--- src/rtl/cla_pipe_adder_if.sv ---
// Operand/result handshake bundle for cla_pipe_adder.
// master drives operands and out_ready; slave is the adder.
interface cla_pipe_adder_if #(
  parameter int WIDTH = 32
);
  logic             in_valid;
  logic             in_ready;
  logic [WIDTH-1:0] a;
  logic [WIDTH-1:0] b;
  logic             cin;
  logic             sub;
  logic             out_valid;
  logic             out_ready;
  logic [WIDTH-1:0] sum;
  logic             cout;
  logic             ovf;
  logic             zero;

  modport master (
    output in_valid, a, b, cin, sub, out_ready,
    input  in_ready, out_valid, sum, cout, ovf, zero
  );

  modport slave (
    input  in_valid, a, b, cin, sub, out_ready,
    output in_ready, out_valid, sum, cout, ovf, zero
  );
endinterface

--- src/rtl/cla_pipe_adder.sv ---
// Pipelined 4-bit-group CLA adder/subtractor, one slice per stage.
// Define CLA_PIPE_FLAGS_EN to build the registered ovf/zero flags.
module cla_pipe_adder #(
  parameter int WIDTH  = 32,
  parameter int STAGES = 4
) (
  input logic              clk,
  input logic              rst_n,
  cla_pipe_adder_if.slave  bus
);
  localparam int SW = WIDTH / STAGES;
  localparam int NG = SW / 4;

  function automatic logic [SW:0] slice_add(
    input logic [SW-1:0] x,
    input logic [SW-1:0] y,
    input logic          ci
  );
    logic [SW-1:0] g, p, s;
    logic [3:0]    gg, pp;
    logic          c, c1, c2, c3, gG, gP;
    g = x & y;
    p = x ^ y;
    s = '0;
    c = ci;
    for (int j = 0; j < NG; j++) begin
      gg = g[4*j +: 4];
      pp = p[4*j +: 4];
      c1 = gg[0] | (pp[0] & c);
      c2 = gg[1] | (pp[1] & gg[0])
         | (pp[1] & pp[0] & c);
      c3 = gg[2] | (pp[2] & gg[1])
         | (pp[2] & pp[1] & gg[0])
         | (pp[2] & pp[1] & pp[0] & c);
      gG = gg[3] | (pp[3] & gg[2])
         | (pp[3] & pp[2] & gg[1])
         | (pp[3] & pp[2] & pp[1] & gg[0]);
      gP = &pp;
      s[4*j +: 4] = pp ^ {c3, c2, c1, c};
      c = gG | (gP & c);
    end
    return {c, s};
  endfunction

  logic [WIDTH-1:0]  a_q  [STAGES];
  logic [WIDTH-1:0]  a_d  [STAGES];
  logic [WIDTH-1:0]  bp_q [STAGES];
  logic [WIDTH-1:0]  bp_d [STAGES];
  logic [WIDTH-1:0]  s_q  [STAGES];
  logic [WIDTH-1:0]  s_d  [STAGES];
  logic [STAGES-1:0] v_q, v_d;
  logic [STAGES-1:0] c_q, c_d;

  logic [WIDTH-1:0] bp_in, sa, sb, ss;
  logic             sc, sv;
  logic [SW:0]      r;
  logic             adv;

  assign adv = !v_q[STAGES-1] || bus.out_ready;

  // Each stage resolves its own slice; the rest rides along as skew.
  always_comb begin
    bp_in = bus.sub ? ~bus.b : bus.b;
    sa    = '0;
    sb    = '0;
    ss    = '0;
    sc    = 1'b0;
    sv    = 1'b0;
    r     = '0;
    a_d   = a_q;
    bp_d  = bp_q;
    s_d   = s_q;
    v_d   = v_q;
    c_d   = c_q;
    for (int k = 0; k < STAGES; k++) begin
      if (k == 0) begin
        sa = bus.a;
        sb = bp_in;
        sc = bus.sub | bus.cin;
        sv = bus.in_valid;
        ss = '0;
      end else begin
        sa = a_q[k > 0 ? k-1 : 0];
        sb = bp_q[k > 0 ? k-1 : 0];
        sc = c_q[k > 0 ? k-1 : 0];
        sv = v_q[k > 0 ? k-1 : 0];
        ss = s_q[k > 0 ? k-1 : 0];
      end
      r = slice_add(sa[k*SW +: SW], sb[k*SW +: SW], sc);
      ss[k*SW +: SW] = r[SW-1:0];
      a_d[k]  = sa;
      bp_d[k] = sb;
      s_d[k]  = ss;
      c_d[k]  = r[SW];
      v_d[k]  = sv;
    end
  end

  always_ff @(posedge clk or negedge rst_n) begin
    if (!rst_n) begin
      a_q  <= '{default: '0};
      bp_q <= '{default: '0};
      s_q  <= '{default: '0};
      v_q  <= '0;
      c_q  <= '0;
    end else if (adv) begin
      a_q  <= a_d;
      bp_q <= bp_d;
      s_q  <= s_d;
      v_q  <= v_d;
      c_q  <= c_d;
    end
  end

  assign bus.in_ready  = adv;
  assign bus.out_valid = v_q[STAGES-1];
  assign bus.sum       = s_q[STAGES-1];
  assign bus.cout      = c_q[STAGES-1];

`ifdef CLA_PIPE_FLAGS_EN
  logic ovf_q, ovf_d;
  logic zero_q, zero_d;

  // Carry into the MSB is recovered from the MSB sum bit.
  always_comb begin
    ovf_d  = c_d[STAGES-1]
           ^ (sa[WIDTH-1] ^ sb[WIDTH-1] ^ ss[WIDTH-1]);
    zero_d = ~|ss;
  end

  always_ff @(posedge clk or negedge rst_n) begin
    if (!rst_n) begin
      ovf_q  <= 1'b0;
      zero_q <= 1'b0;
    end else if (adv) begin
      ovf_q  <= ovf_d;
      zero_q <= zero_d;
    end
  end

  assign bus.ovf  = ovf_q;
  assign bus.zero = zero_q;
`else
  assign bus.ovf  = 1'b0;
  assign bus.zero = 1'b0;
`endif
endmodule
--- src/flat_wrapper.sv ---
// flat-port wrapper written by rule: the top's interface ports become plain ports
module cla_pipe_adder_flat 
#(
  parameter int WIDTH  = 32,
  parameter int STAGES = 4
)
  (clk, rst_n, bus_in_valid, bus_a, bus_b, bus_cin, bus_sub, bus_out_ready, bus_in_ready, bus_out_valid, bus_sum, bus_cout, bus_ovf, bus_zero);
  cla_pipe_adder_if #(.WIDTH(WIDTH)) bus_i ();
  input logic clk;
  input logic rst_n;
  input wire logic [$bits(bus_i.in_valid)-1:0] bus_in_valid;
  input wire logic [$bits(bus_i.a)-1:0] bus_a;
  input wire logic [$bits(bus_i.b)-1:0] bus_b;
  input wire logic [$bits(bus_i.cin)-1:0] bus_cin;
  input wire logic [$bits(bus_i.sub)-1:0] bus_sub;
  input wire logic [$bits(bus_i.out_ready)-1:0] bus_out_ready;
  output wire logic [$bits(bus_i.in_ready)-1:0] bus_in_ready;
  output wire logic [$bits(bus_i.out_valid)-1:0] bus_out_valid;
  output wire logic [$bits(bus_i.sum)-1:0] bus_sum;
  output wire logic [$bits(bus_i.cout)-1:0] bus_cout;
  output wire logic [$bits(bus_i.ovf)-1:0] bus_ovf;
  output wire logic [$bits(bus_i.zero)-1:0] bus_zero;
  assign bus_i.in_valid = bus_in_valid;
  assign bus_i.a = bus_a;
  assign bus_i.b = bus_b;
  assign bus_i.cin = bus_cin;
  assign bus_i.sub = bus_sub;
  assign bus_i.out_ready = bus_out_ready;
  assign bus_in_ready = bus_i.in_ready;
  assign bus_out_valid = bus_i.out_valid;
  assign bus_sum = bus_i.sum;
  assign bus_cout = bus_i.cout;
  assign bus_ovf = bus_i.ovf;
  assign bus_zero = bus_i.zero;
  cla_pipe_adder #(.WIDTH(WIDTH), .STAGES(STAGES)) u_core (.clk(clk), .rst_n(rst_n), .bus(bus_i));
endmodule
--- config.mk ---
export PLATFORM = sky130hd
export DESIGN_NAME = cla_pipe_adder_flat
export DESIGN_NICKNAME = d
export VERILOG_FILES = /design/src/rtl/cla_pipe_adder_if.sv /design/src/rtl/cla_pipe_adder.sv /design/src/flat_wrapper.sv
export SDC_FILE = /design/constraint.sdc
export NUM_CORES = 1
export LEC_CHECK = 0
export ABC_AREA = 1
export CAP_MARGIN = 20
export CORE_MARGIN = 2
export CORE_UTILIZATION = 56
export CTS_BUF_LIST = sky130_fd_sc_hd__clkbuf_4 sky130_fd_sc_hd__clkbuf_8 sky130_fd_sc_hd__clkbuf_16
export DETAILED_ROUTE_END_ITERATION = 8
export GPL_ROUTABILITY_DRIVEN = 0
export HOLD_SLACK_MARGIN = 0.12
export PLACE_DENSITY_LB_ADDON = 0.3
export SLEW_MARGIN = 10
export SYNTH_ARGS = -nofsm -noshare
export SYNTH_HDL_FRONTEND = slang
export SYNTH_SLANG_ARGS = --single-unit
--- constraint.sdc ---
create_clock -name clk -period 2.45 [get_ports clk]
set_input_delay 0.49 -clock clk [delete_from_list [all_inputs] [get_ports clk]]
set_output_delay 0.49 -clock clk [all_outputs]
set_load 0.01 [all_outputs]
======== After elaboration in Yosys (flattened, before gate mapping) ========
Index checks and enable logic that the tools add are counted.
word-level totals
  bits in registers ....................... 280
  bits of input ports ..................... 70
  output and inout bits ................... 37
  logic and storage cells ................. 241
operators by class
  muxes and demuxes ....................... 1
  bitwise gates (word level) .............. 218
  reduce and logical (&&, ||, !) cells .... 10
operators with widths
  kind                count
  $and A1 B1 Y1       120
  $or A1 B1 Y1        81
  $and A8 B8 Y8       4
  $mux W32            1
  $not A32 Y32        1
  $reduce_and A4 Y1   8
  $xor A4 B4 Y4       8
  $xor A8 B8 Y8       4
  $logic_not A1 Y1    1
  $logic_or A1 B1 Y1  1

======== Logic depth before layout (Yosys ltp) ========
  depth after elaboration ................. 11
  depth in mapped cells ................... 13
  mapped depth without buffers ............ 11

======== Least setup slack after synthesis ========
No wires, ideal clock.
  path kind ............................... input -> register
  start point ............................. input bus_sub
  end point ............................... register u_core.s_q (netlist bit u_core.s_d[69])
  setup time .............................. 83 ps
  arrival time ............................ 2305 ps
  data required time ...................... 2367 ps
  path slack .............................. 63 ps
  stages .................................. 12
  path buffers ............................ 2
  cells stage by stage .................... buf_6 buf_2 xor2_1 ha_1 nand2_1 nor2_1 nand2_2 nand3_2 inv_1 fa_1 xor2_1 o21ai_0
between the ends
  cells in the longest elaborated chain, start to end .. 10
  elaborated cells between the ends (all ways) .. 18
  classes of those cells .................. 1 x mux; 16 x bitwise; 1 x reduce/logical
ends and longest elaborated chain
  element                                                line                                                              text
  start, declared                                        flat_wrapper.sv:15                                                input wire logic [$bits(bus_i.sub)-1:0] bus_sub;
  $mux W32                                               cla_pipe_adder.sv:63                                              bp_in = bus.sub ? ~bus.b : bus.b;
  $xor A8 B8 Y8 / $and A8 B8 Y8 (equally long branches)  cla_pipe_adder.sv:23, cla_pipe_adder.sv:22
  $and A1 B1 Y1, on equally long branches                cla_pipe_adder.sv:35, cla_pipe_adder.sv:36, cla_pipe_adder.sv:37
  $or A1 B1 Y1, or another cell as far along             cla_pipe_adder.sv:35                                              gG = gg[3] | (pp[3] & gg[2])
  $or A1 B1 Y1 / $and A1 B1 Y1 (equally long branches)   cla_pipe_adder.sv:36, cla_pipe_adder.sv:37
  $or A1 B1 Y1                                           cla_pipe_adder.sv:37                                              | (pp[3] & pp[2] & pp[1] & gg[0]);
  $or A1 B1 Y1                                           cla_pipe_adder.sv:40                                              c = gG | (gP & c);
  $and A1 B1 Y1                                          cla_pipe_adder.sv:29                                              c1 = gg[0] | (pp[0] & c);
  $or A1 B1 Y1                                           cla_pipe_adder.sv:29
  $xor A4 B4 Y4 (*)                                      cla_pipe_adder.sv:39                                              s[4*j +: 4] = pp ^ {c3, c2, c1, c};
  end signal, assigned                                   cla_pipe_adder.sv:103                                             s_q <= '{default: '0};
  end signal, assigned                                   cla_pipe_adder.sv:109                                             s_q <= s_d;
  end, declared                                          cla_pipe_adder.sv:49                                              logic [WIDTH-1:0] s_q [STAGES];
Every way passes the cells marked *; elsewhere a longest branch is shown, timed or not.
A chain may end at the register's enable or synchronous reset.

======== Final worst setup path ========
  start point ............................. input bus_out_ready
  end point ............................... output bus_in_ready
between the ends
  cells in the longest elaborated chain, start to end .. 1
ends and longest elaborated chain
  element             line                  text
  start, declared     flat_wrapper.sv:16    input wire logic [$bits(bus_i.out_ready)-1:0] bus_out_ready;
  $logic_or A1 B1 Y1  cla_pipe_adder.sv:59  assign adv = !v_q[STAGES-1] || bus.out_ready;
  end, declared       flat_wrapper.sv:17    output wire logic [$bits(bus_i.in_ready)-1:0] bus_in_ready;
No other way between the ends.

==> reports/metrics.yaml <==
cts_tree: "done"
core.rowCount: 44
reg2reg_from: "u_core.bp_d[49]$_DFFE_PN0P_"
path_buf_inv: 3
cp.arrival_ns: 1.66
drive_gt1_share_pct: 5.572
drc: 0
ys_top_cells_by_area: "dfrtp_1, nand2_1, o21ai_0"
final_nets: 1138
required_ns: 1.96
cts-root-buf: "clkbuf_16"
grt_max_degree: 147
p_per_area_nw_per_um2: 1229
slew_violations: 0
drv_cap: 0
ys_ff_latch: 184
antenna_cells: 0
synth_area_um2: 8366
detail_route.wl_per_cell_um: 12.69
fmax_mhz: 464.2
fill_cells: 1146
insertion_delay_ns: 0.42
synth_warnings: 0
initial_core_util_pct: 57.34
chipWidth_um: 126.2
cts_setup_buffers: 0
critPathSlowestCell: "clkdlybuf4s50_1"
relSlewSlack_pct: 60.22
min-delay-start: "u_core.a_d[61]$_DFFE_PN0P_"
h-tree-depth: 4
intPower_mw: 8.077
synth_cells: 933
antenna_found_initial: 0
p_clk_share_pct: 21.9
crit_fanout: 2
dr_total_vias: 6127
vdd_drop_max_mv: 0.6338
numPlacedInstances: 1192
drtAntennaViolNets: 0
synth.avg_cell_area_um2: 8.966
path_class: "input port to output pin"
drt_iter0_drc: 457
cts_buffers: 17
gr-usage-all-layers_pct: 21.34
port_buffers: 104
slowest_delay_ns: 0.53
crit_chain: "clkdlybuf4s50_1 > nor2_4 > inv_4 > clkdlybuf4s50_1"
clkTransAtPathRegs_ns: 0.06
outcome: "finished clean"
synth_top_area_share_pct: 55.04
hpwlAfterDp_mm: 10.27
instances_no_fill: 1225
placeableCoreArea_um2: 14590
final_cell_mix: "nand2_1, dfrtp_1, o21ai_0"
min_period_ns: 2.154
sequentialPowerShare_pct: 40.6
wl_mm: 15.55
finalHoldViolCount: 0
holdPathStages: 2
crit_family: "buffers and inverters"
die_h_um: 126.2
leakage_nw: 5.015
r2r-end: "u_core.s_d[21]$_DFFE_PN0P_"
rrSetupSlack_ns: 0.39
cp-end-kind: "output pin"
combPwrFrac_pct: 37.5
worst_setup_path_start_kind: "input port"
min_path_type: "register to register"
ioPinCount: 107
syn2layout_area_growth_pct: 22.08
grt_overflow: 0
yosysTopAreaCell: "dfrtp_1"
layout_commonest_cell: "nand2_1"
dr.pass1.iters: 4
grt_pass1_vias: 6107
path_common_cell: "clkdlybuf4s50_1"
finalCritPeriodShare_pct: 87.93
power_mw: 12.55
via_per_inst: 5.002
holdPathEnd: "u_core.sa[29]$_DFFE_PN0P_"
swShare_pct: 35.66
dieArea_um2: 15930
p_sw_mw: 4.476
clk_path_buf_depth: 2
setup_viol: 0
rsz0062_at_grt: "no"
synth.distinct_cells: 30
reg2regPathDepth: 7
skew_ns: 0.009333
worstMarginPinSlew_ns: 0.5967
grt_pass1_wl_mm: 27.74
cts_sinks: 184
synth-seq-area-share_pct: 55.04
cells in the mapped netlist (all sizes together):
cell type / count
xor2: 11
fa: 8
or2: 4
nand2: 343
nor2: 27
a21oi: 19
ha: 32
and3: 1
a31oi: 3
o21ai: 118
conb: 1
buf: 33
o22ai: 1
dfrtp: 184
a21o: 7
nand4: 5
clkbuf: 13
xnor2: 29
nand3: 24
nand3b: 2
inv: 68
worst min-delay path: stages (launching register included):
cell and delay (ns):
dfrtp_1 0.34, nand2_1 0.05, nand2_1 0.04
worst max-delay path by stage:
stage                              from                    endpoint  slack, ns  depth (start not counted)
after floorplan                 bus_sub  u_core.s_d[69]$_DFFE_PN0P_       0.06                         12
after global placement         bus_b[3]  u_core.s_d[69]$_DFFE_PN0P_      -0.05                         11
after detailed placement       bus_b[3]  u_core.s_d[69]$_DFFE_PN0P_      -0.13                         11
after CTS                 bus_out_ready                bus_in_ready       0.28                          4
after global routing           bus_b[3]  u_core.s_d[69]$_DFFE_PN0P_       0.15                         11
final                     bus_out_ready                bus_in_ready       0.30                          4
routing by layer:
layer	vias to the layer above	GRT usage (%)	routed length (um)
met3	8	4.843	430
met5	-	0	0
li1	3126	-	-
met4	0	5.624	85
met2	83	35.86	7701
met1	2910	28.25	7334
flip-flops by register name, indices dropped and copies added, names as in the netlist:
| register | cells |
|---|---|
| u_core.s_d | 48 |
| u_core.a_d | 40 |
| u_core.bp_d | 40 |
| u_core.bus.sum | 32 |
| u_core.sa | 8 |
| u_core.sb | 8 |
| u_core.c_q | 4 |
| u_core.v_q | 4 |
metrics by stage:
| step | utilization, % | instance area [um2] | hold slack (ns) | setup TNS [ns] | setup slack (ns) |
|---|---|---|---|---|---|
| floorplan | - | 8369 | 0.1944 | 0 | 0.06262 |
| global placement | 65.77 | 9595 | 0.4464 | -0.04634 | -0.04634 |
| detailed placement | 65.77 | 9595 | 0.4512 | -0.1861 | -0.1291 |
| CTS | 70.00 | 10210 | 0.4651 | 0 | 0.2804 |
| global route | 70.00 | 10210 | 0.4852 | 0 | 0.1486 |
| finish | 70.00 | 10210 | 0.4639 | 0 | 0.2957 |
cell families (layout without fill, tap and decap cells):
group / Yosys count / count (layout) / share of synthesized area [%]
simple gates: 406 / 406 / 19.20
xor+xnor: 40 / 40 / 4.188
compound gates: 148 / 148 / 9.124
fa+ha+maj: 40 / 40 / 6.700
other cells: 1 / 2 / 0.04483
buf+inv: 114 / 221 / 5.698
flops: 184 / 184 / 55.04
area by class of cell:
type / count / area (um2) / area share (%)
clock buffers: 22 / 488.0 / 4.778
flip-flops and latches: 184 / 4604 / 45.09
inverters: 68 / 257.7 / 2.524
multi-input cells: 636 / 3293 / 32.25
repair buffers: 121 / 1220 / 11.95
clock inverters: 10 / 118.9 / 1.164
well taps: 184 / 230.2 / 2.254
power by group through the flow:
| stage | clock (mW) | combinational, mW | sequential (mW) |
|---|---|---|---|
| floorplan | 0 | 3.11 | 5.11 |
| global placement | 0 | 4.50 | 5.08 |
| detailed placement | 0 | 4.71 | 5.14 |
| CTS | 2.79 | 4.77 | 5.11 |
| global route | 2.93 | 5.47 | 5.27 |
| finish | 2.75 | 4.70 | 5.10 |
repair_timing:
action / in CTS / in global routing
endpoints found under the hold margin: 59 / 0
hold buffers: 1 / 0
resized for setup: 0 / 0
Note: power is estimated with default switching activity, not from simulation.
